$ cat config.mk
export PLATFORM = sky130hd
export DESIGN_NAME = ram_sync_dual_port
export DESIGN_NICKNAME = d
export VERILOG_FILES = /design/src/rtl/ram_pkg.sv /design/src/rtl/ram_clear_ctrl.sv /design/src/rtl/ram_sync_dual_port.sv
export SDC_FILE = /design/constraint.sdc
export NUM_CORES = 1
export LEC_CHECK = 0
export CORE_MARGIN = 2
export CORE_UTILIZATION = 60
export DETAILED_ROUTE_END_ITERATION = 8
export PLACE_DENSITY_LB_ADDON = 0.2
export REMOVE_ABC_BUFFERS = 1
export SKIP_LAST_GASP = 1
export SYNTH_ARGS = -nofsm -noshare
export SYNTH_HDL_FRONTEND = slang
export SYNTH_SLANG_ARGS = --single-unit
$ cat constraint.sdc
create_clock -name clk -period 2.89 [get_ports clk]
set_input_delay 0.4335 -clock clk [delete_from_list [all_inputs] [get_ports clk]]
set_output_delay 0.4335 -clock clk [all_outputs]
set_load 0.1 [all_outputs]
$ cat src/rtl/ram_pkg.sv
// Shared constants, clear-FSM encoding and address range helper for the
// simple-dual-port RAM.
package ram_pkg;

  // Read-during-write policy selectors
  localparam int RDW_WRITE_FIRST = 0;
  localparam int RDW_READ_FIRST  = 1;

  // Clear sequencer states
  typedef enum logic {
    ST_CLEAR = 1'b0,
    ST_READY = 1'b1
  } clr_state_e;

  // True when addr addresses a real word; DEPTH need not be a power of two
  function automatic logic addr_ok(input logic [31:0] addr, input int unsigned depth);
    return addr < depth;
  endfunction

endpackage

$ cat src/rtl/ram_clear_ctrl.sv
// Post-reset clear sequencer: walks clr_cnt over 0..DEPTH-1, one word per
// cycle, and then parks in READY until the next reset.
module ram_clear_ctrl
  import ram_pkg::*;
#(
  parameter int ADDR_W         = 5,
  parameter int DEPTH          = 32,
  parameter int CLEAR_ON_RESET = 1
) (
  input  logic              clk,
  input  logic              rst_n,
  output logic              busy,
  output logic              clr_we,
  output logic [ADDR_W-1:0] clr_addr
);

  localparam clr_state_e       RST_STATE = (CLEAR_ON_RESET != 0) ? ST_CLEAR : ST_READY;
  localparam logic [ADDR_W-1:0] LAST_ADDR = ADDR_W'(DEPTH - 1);

  clr_state_e        state, state_nxt;
  logic [ADDR_W-1:0] clr_cnt;
  logic              clr_last;

  assign clr_last = (clr_cnt == LAST_ADDR);

  // State register; reset restarts the clear from the top
  always_ff @(posedge clk or negedge rst_n) begin
    if (!rst_n) state <= RST_STATE;
    else        state <= state_nxt;
  end

  // Clear address counter, advances only while clearing
  always_ff @(posedge clk or negedge rst_n) begin
    if (!rst_n)                clr_cnt <= '0;
    else if (state == ST_CLEAR) clr_cnt <= clr_last ? '0 : clr_cnt + 1'b1;
  end

  // Next state: leave CLEAR on the edge that writes the last word
  always_comb begin
    state_nxt = state;
    if (state == ST_CLEAR && clr_last) state_nxt = ST_READY;
  end

  // Outputs decoded from state
  always_comb begin
    busy     = (state == ST_CLEAR);
    clr_we   = (state == ST_CLEAR);
    clr_addr = clr_cnt;
  end

endmodule

$ cat src/rtl/ram_sync_dual_port.sv
// Simple-dual-port synchronous RAM: one write port, one registered read
// port with valid strobe, selectable read-during-write policy, optional
// hardware clear after reset and out-of-range address flagging.
module ram_sync_dual_port
  import ram_pkg::*;
#(
  parameter int DATA_W         = 12,
  parameter int ADDR_W         = 5,
  parameter int DEPTH          = 32,
  parameter int RDW_MODE       = RDW_WRITE_FIRST,
  parameter int CLEAR_ON_RESET = 1
) (
  input  logic              clk,
  input  logic              rst_n,
  input  logic              wr_en,
  input  logic [ADDR_W-1:0] wr_addr,
  input  logic [DATA_W-1:0] wr_data,
  input  logic              rd_en,
  input  logic [ADDR_W-1:0] rd_addr,
  output logic [DATA_W-1:0] rd_data,
  output logic              rd_valid,
  output logic              busy,
  output logic              addr_err
);

  // Internal write request after the clear/user mux
  typedef struct packed {
    logic              en;
    logic [ADDR_W-1:0] addr;
    logic [DATA_W-1:0] data;
  } wr_req_t;

  logic [DATA_W-1:0] mem [DEPTH];

  logic              clr_we;
  logic [ADDR_W-1:0] clr_addr;
  logic              wr_ok, rd_ok, rdw_hit, rd_go, err_now;
  wr_req_t           wreq;
  logic [DATA_W-1:0] rd_word;

  ram_clear_ctrl #(
    .ADDR_W         (ADDR_W),
    .DEPTH          (DEPTH),
    .CLEAR_ON_RESET (CLEAR_ON_RESET)
  ) u_clr (
    .clk      (clk),
    .rst_n    (rst_n),
    .busy     (busy),
    .clr_we   (clr_we),
    .clr_addr (clr_addr)
  );

  // Address qualification; user requests are dead while clearing
  always_comb begin
    wr_ok   = addr_ok(32'(wr_addr), unsigned'(DEPTH));
    rd_ok   = addr_ok(32'(rd_addr), unsigned'(DEPTH));
    rdw_hit = wr_en && wr_ok && (wr_addr == rd_addr);
    rd_go   = rd_en && !busy;
    err_now = !busy && ((wr_en && !wr_ok) || (rd_en && !rd_ok));
  end

  // Write port mux: the clear sequencer owns the port while busy
  always_comb begin
    wreq = '0;
    if (busy) begin
      wreq.en   = clr_we;
      wreq.addr = clr_addr;
    end else begin
      wreq.en   = wr_en && wr_ok;
      wreq.addr = wr_addr;
      wreq.data = wr_data;
    end
  end

  // Storage array, no reset on contents
  always_ff @(posedge clk) begin
    if (wreq.en) mem[wreq.addr] <= wreq.data;
  end

  // Read word selection: out-of-range reads return 0; write-first bypasses
  // the incoming word, read-first simply sees the pre-edge array contents
  always_comb begin
    if (!rd_ok)                                     rd_word = '0;
    else if (RDW_MODE == RDW_WRITE_FIRST && rdw_hit) rd_word = wr_data;
    else                                            rd_word = mem[rd_addr];
  end

  // Registered read data, valid strobe and error strobe
  always_ff @(posedge clk or negedge rst_n) begin
    if (!rst_n) begin
      rd_data  <= '0;
      rd_valid <= 1'b0;
      addr_err <= 1'b0;
    end else begin
      rd_valid <= rd_go;
      addr_err <= err_now;
      if (rd_go) rd_data <= rd_word;
    end
  end

endmodule
==> results.ini <==
[timing]
slew_violations = 0
fmax_mhz = 395
setup_violations = 0
rsz0062_at_grt = no
hold_viol = 0
slew_headroom_pct = 28.9
whs_ns = 0.421
timing.final.crit_share_pct = 87.6
skew_ns = 0.0187
tightest_slew_ns = 1.06
min_period_ns = 2.53
fin_setup_tns_ns = 0

[place]
dp_hpwl_um = 24900
gp_congestion = 0.932
dp_cells = 1273
io_buffers = 39

[floorplanning]
core_mm2 = 0.0267
rows = 60
pin_count = 41
die_w_um = 168
fp.dieH_um = 168
die-area_mm2 = 0.0284
start_util_pct = 60.7

[routing]
drt-initial-drc-count = 1193
wl_per_cell_um = 28.5
vias = 8837
wl_met2_um = 18300
wl_met1_um = 15500
dr.pass1.iters = 5
dr_wl_met3_um = 3260
top_layer_used = met4
route.detailed.drc = 0
viasPerCell = 6.57
ant_nets = 0
drt_wl_total_um = 38300

[worst_setup_path]
crit_family = flip-flops
crit_cells = 7
path_max_fanout = 16
max_stage_delay_ns = 0.67
cp.buffers_inverters = 2
cp.required_ns = 3.33
crit_type = flop to flop
worst_setup_path_end_kind = flop
critPathLaunchType = flop
path_cells = buf_4 -> mux2i_1 -> xnor2_1 -> nor3_2 -> buf_4 -> a21oi_1 -> a21oi_1
rr_worst_depth = 7
critPathSlowestCell = dfrtp_1
crit_arrival_ns = 2.97

[logic_synthesis]
synth_seq_cells = 403
synth_flop_cell = edfxtp_1
ys.warnings.count = 0
synthArstFlopShare_pct = 4.71
seq_area_frac_synth_pct = 74.0
syn_avg_cell_area_um2 = 19.1
synth-edff-count = 384
syn_inst = 851
netlist_area_mm2 = 0.0162
synthDistinctLibCells = 53

[clock_tree]
cts.clk_slew.worst_paths_ns = 0.06
cts_buffer_depth = 3
cts_tree = built
root_buffer = clkbuf_16
ctsResizeCount = 0
h-tree-depth = 2
cts_setup_buffers = 0
cts-hold-fix-buffers = 0
cts.sinks = 403
cts_buffers = 41
clock_insertion_delay_worst_skew_ns = 0.54

[worst_hold_path]
hold_path.class = primary input to asynchronous set/reset pin

[cells_and_area]
final_cells = 1345
final_common_cell = edfxtp_1
nets = 1003
syn2layout_area_growth_pct = 14.4
final_cell_mix = 384 x edfxtp_1, 100 x buf_4, 54 x mux4_2, 52 x nor2_1, 49 x mux2i_1
multiInputGateArea_mm2 = 0.00380
fillers = 1650
drive_gt1_share_pct = 22.0
n_antenna_cell = 0
regArea_mm2 = 0.0120

[pwr]
totalPowerFinal_uw = 12300
peakVddDrop_v = 0.000635
p_leak_uw = 0.00634
power.density_mw_per_mm2 = 661

[global_routing]
grt_antenna_before_repair = 0
grt_max_degree = 37
grtUsageTotal_pct = 27.9
grt.overflow.total = 0
grt_pass1_vias = 8868
grt_pass1_wl_um = 57000

[run]
drv_cap = 0

[run_status]
outcome = completed

[cell type report]
| class | count | area share (%) |
|---|---|---|
| Clock buffer | 52 | 5.75 |
| Clock inverter | 20 | 0.850 |
| Inverter | 7 | 0.142 |
| Multi-Input combinational cell | 395 | 20.5 |
| Sequential cell | 403 | 64.7 |
| Tap cell | 341 | 2.30 |
| Timing Repair Buffer | 127 | 5.77 |
[sequential cells by signal, indices dropped and copies added (netlist names)]
register,count
mem,384
rd_data,12
rd_valid,1
u_clr.clr_addr,5
u_clr.state,1
[path summary, 6_finish.rpt]
check	from	end	slack, ns
worst max-delay path	u_clr.state	rd_data[7]	0.36
worst min-delay path	rst_n	rd_data[1]	0.42
worst max register to register	u_clr.state	rd_data[7]	0.36
worst min register to register	rd_data[9]	rd_data[9]	0.51
max in group asynchronous	rst_n	rd_data[0]	1.90
min in group clk	rd_data[9]	rd_data[9]	0.51
[report_power, final]
| group | internal (uW) | switching (uW) | total [uW] |
|---|---|---|---|
| Sequential | 6440 | 18.0 | 6450 |
| Clock | 2800 | 2070 | 4870 |
| Combinational | 300 | 644 | 944 |
| Total | 9530 | 2730 | 12300 |
[per-layer routing]
layer  track usage (%)  vias to the layer above
met5                 0                        -
met4              8.81                        0
met3              4.98                       74
met2              44.3                      477
met1              40.5                     4565
li1                  -                     3721
[synthesized netlist by cell type, types with 8 or more instances]
cell type	count	area share, %
edfxtp_1	384	71
mux4_2	54	7.5
nor2_1	52	1.2
mux2i_1	49	3.0
nand2_1	29	0.67
a21oi_1	22	0.68
o22ai_1	21	0.81
mux4_1	20	3.2
dfrtp_1	19	2.9
nand3_1	15	0.46
and2_1	14	0.54
o21ai_1	13	0.40
a22o_1	11	0.59
buf_2	11	0.34
buf_6	11	0.76
clkbuf_1	10	0.23
o21ai_0	9	0.28
o22a_1	8	0.43
[stage by stage]
step / setup slack, ns / cell area [um^2] / util (%)
6_report: 0.358 / 18600 / 69.4
5_1_grt: 0.208 / 18600 / 69.4
2_1_floorplan: -0.170 / 15800 / -
3_5_place_dp: 0.150 / 17300 / 64.9
4_1_cts: 0.426 / 18600 / 69.4
3_3_place_gp: 0.184 / 17300 / 64.9
[kinds of logic (layout without fill, tap and decap cells)]
| logic type | count (synthesis) | count (layout) | synth area share (%) |
|---|---|---|---|
| AOI/OAI and AO/OA | 114 | 114 | 4.65 |
| xor gates and xnor gates | 4 | 4 | 0.216 |
| adders and majority gates | 2 | 2 | 0.154 |
| buffers and inverters | 53 | 206 | 2.51 |
| DFF | 403 | 403 | 74.0 |
| muxes | 126 | 126 | 14.0 |
| other | 1 | 1 | 0.0231 |
| and+or+nand+nor | 148 | 148 | 4.43 |
Power figures use the tool's default switching activity.
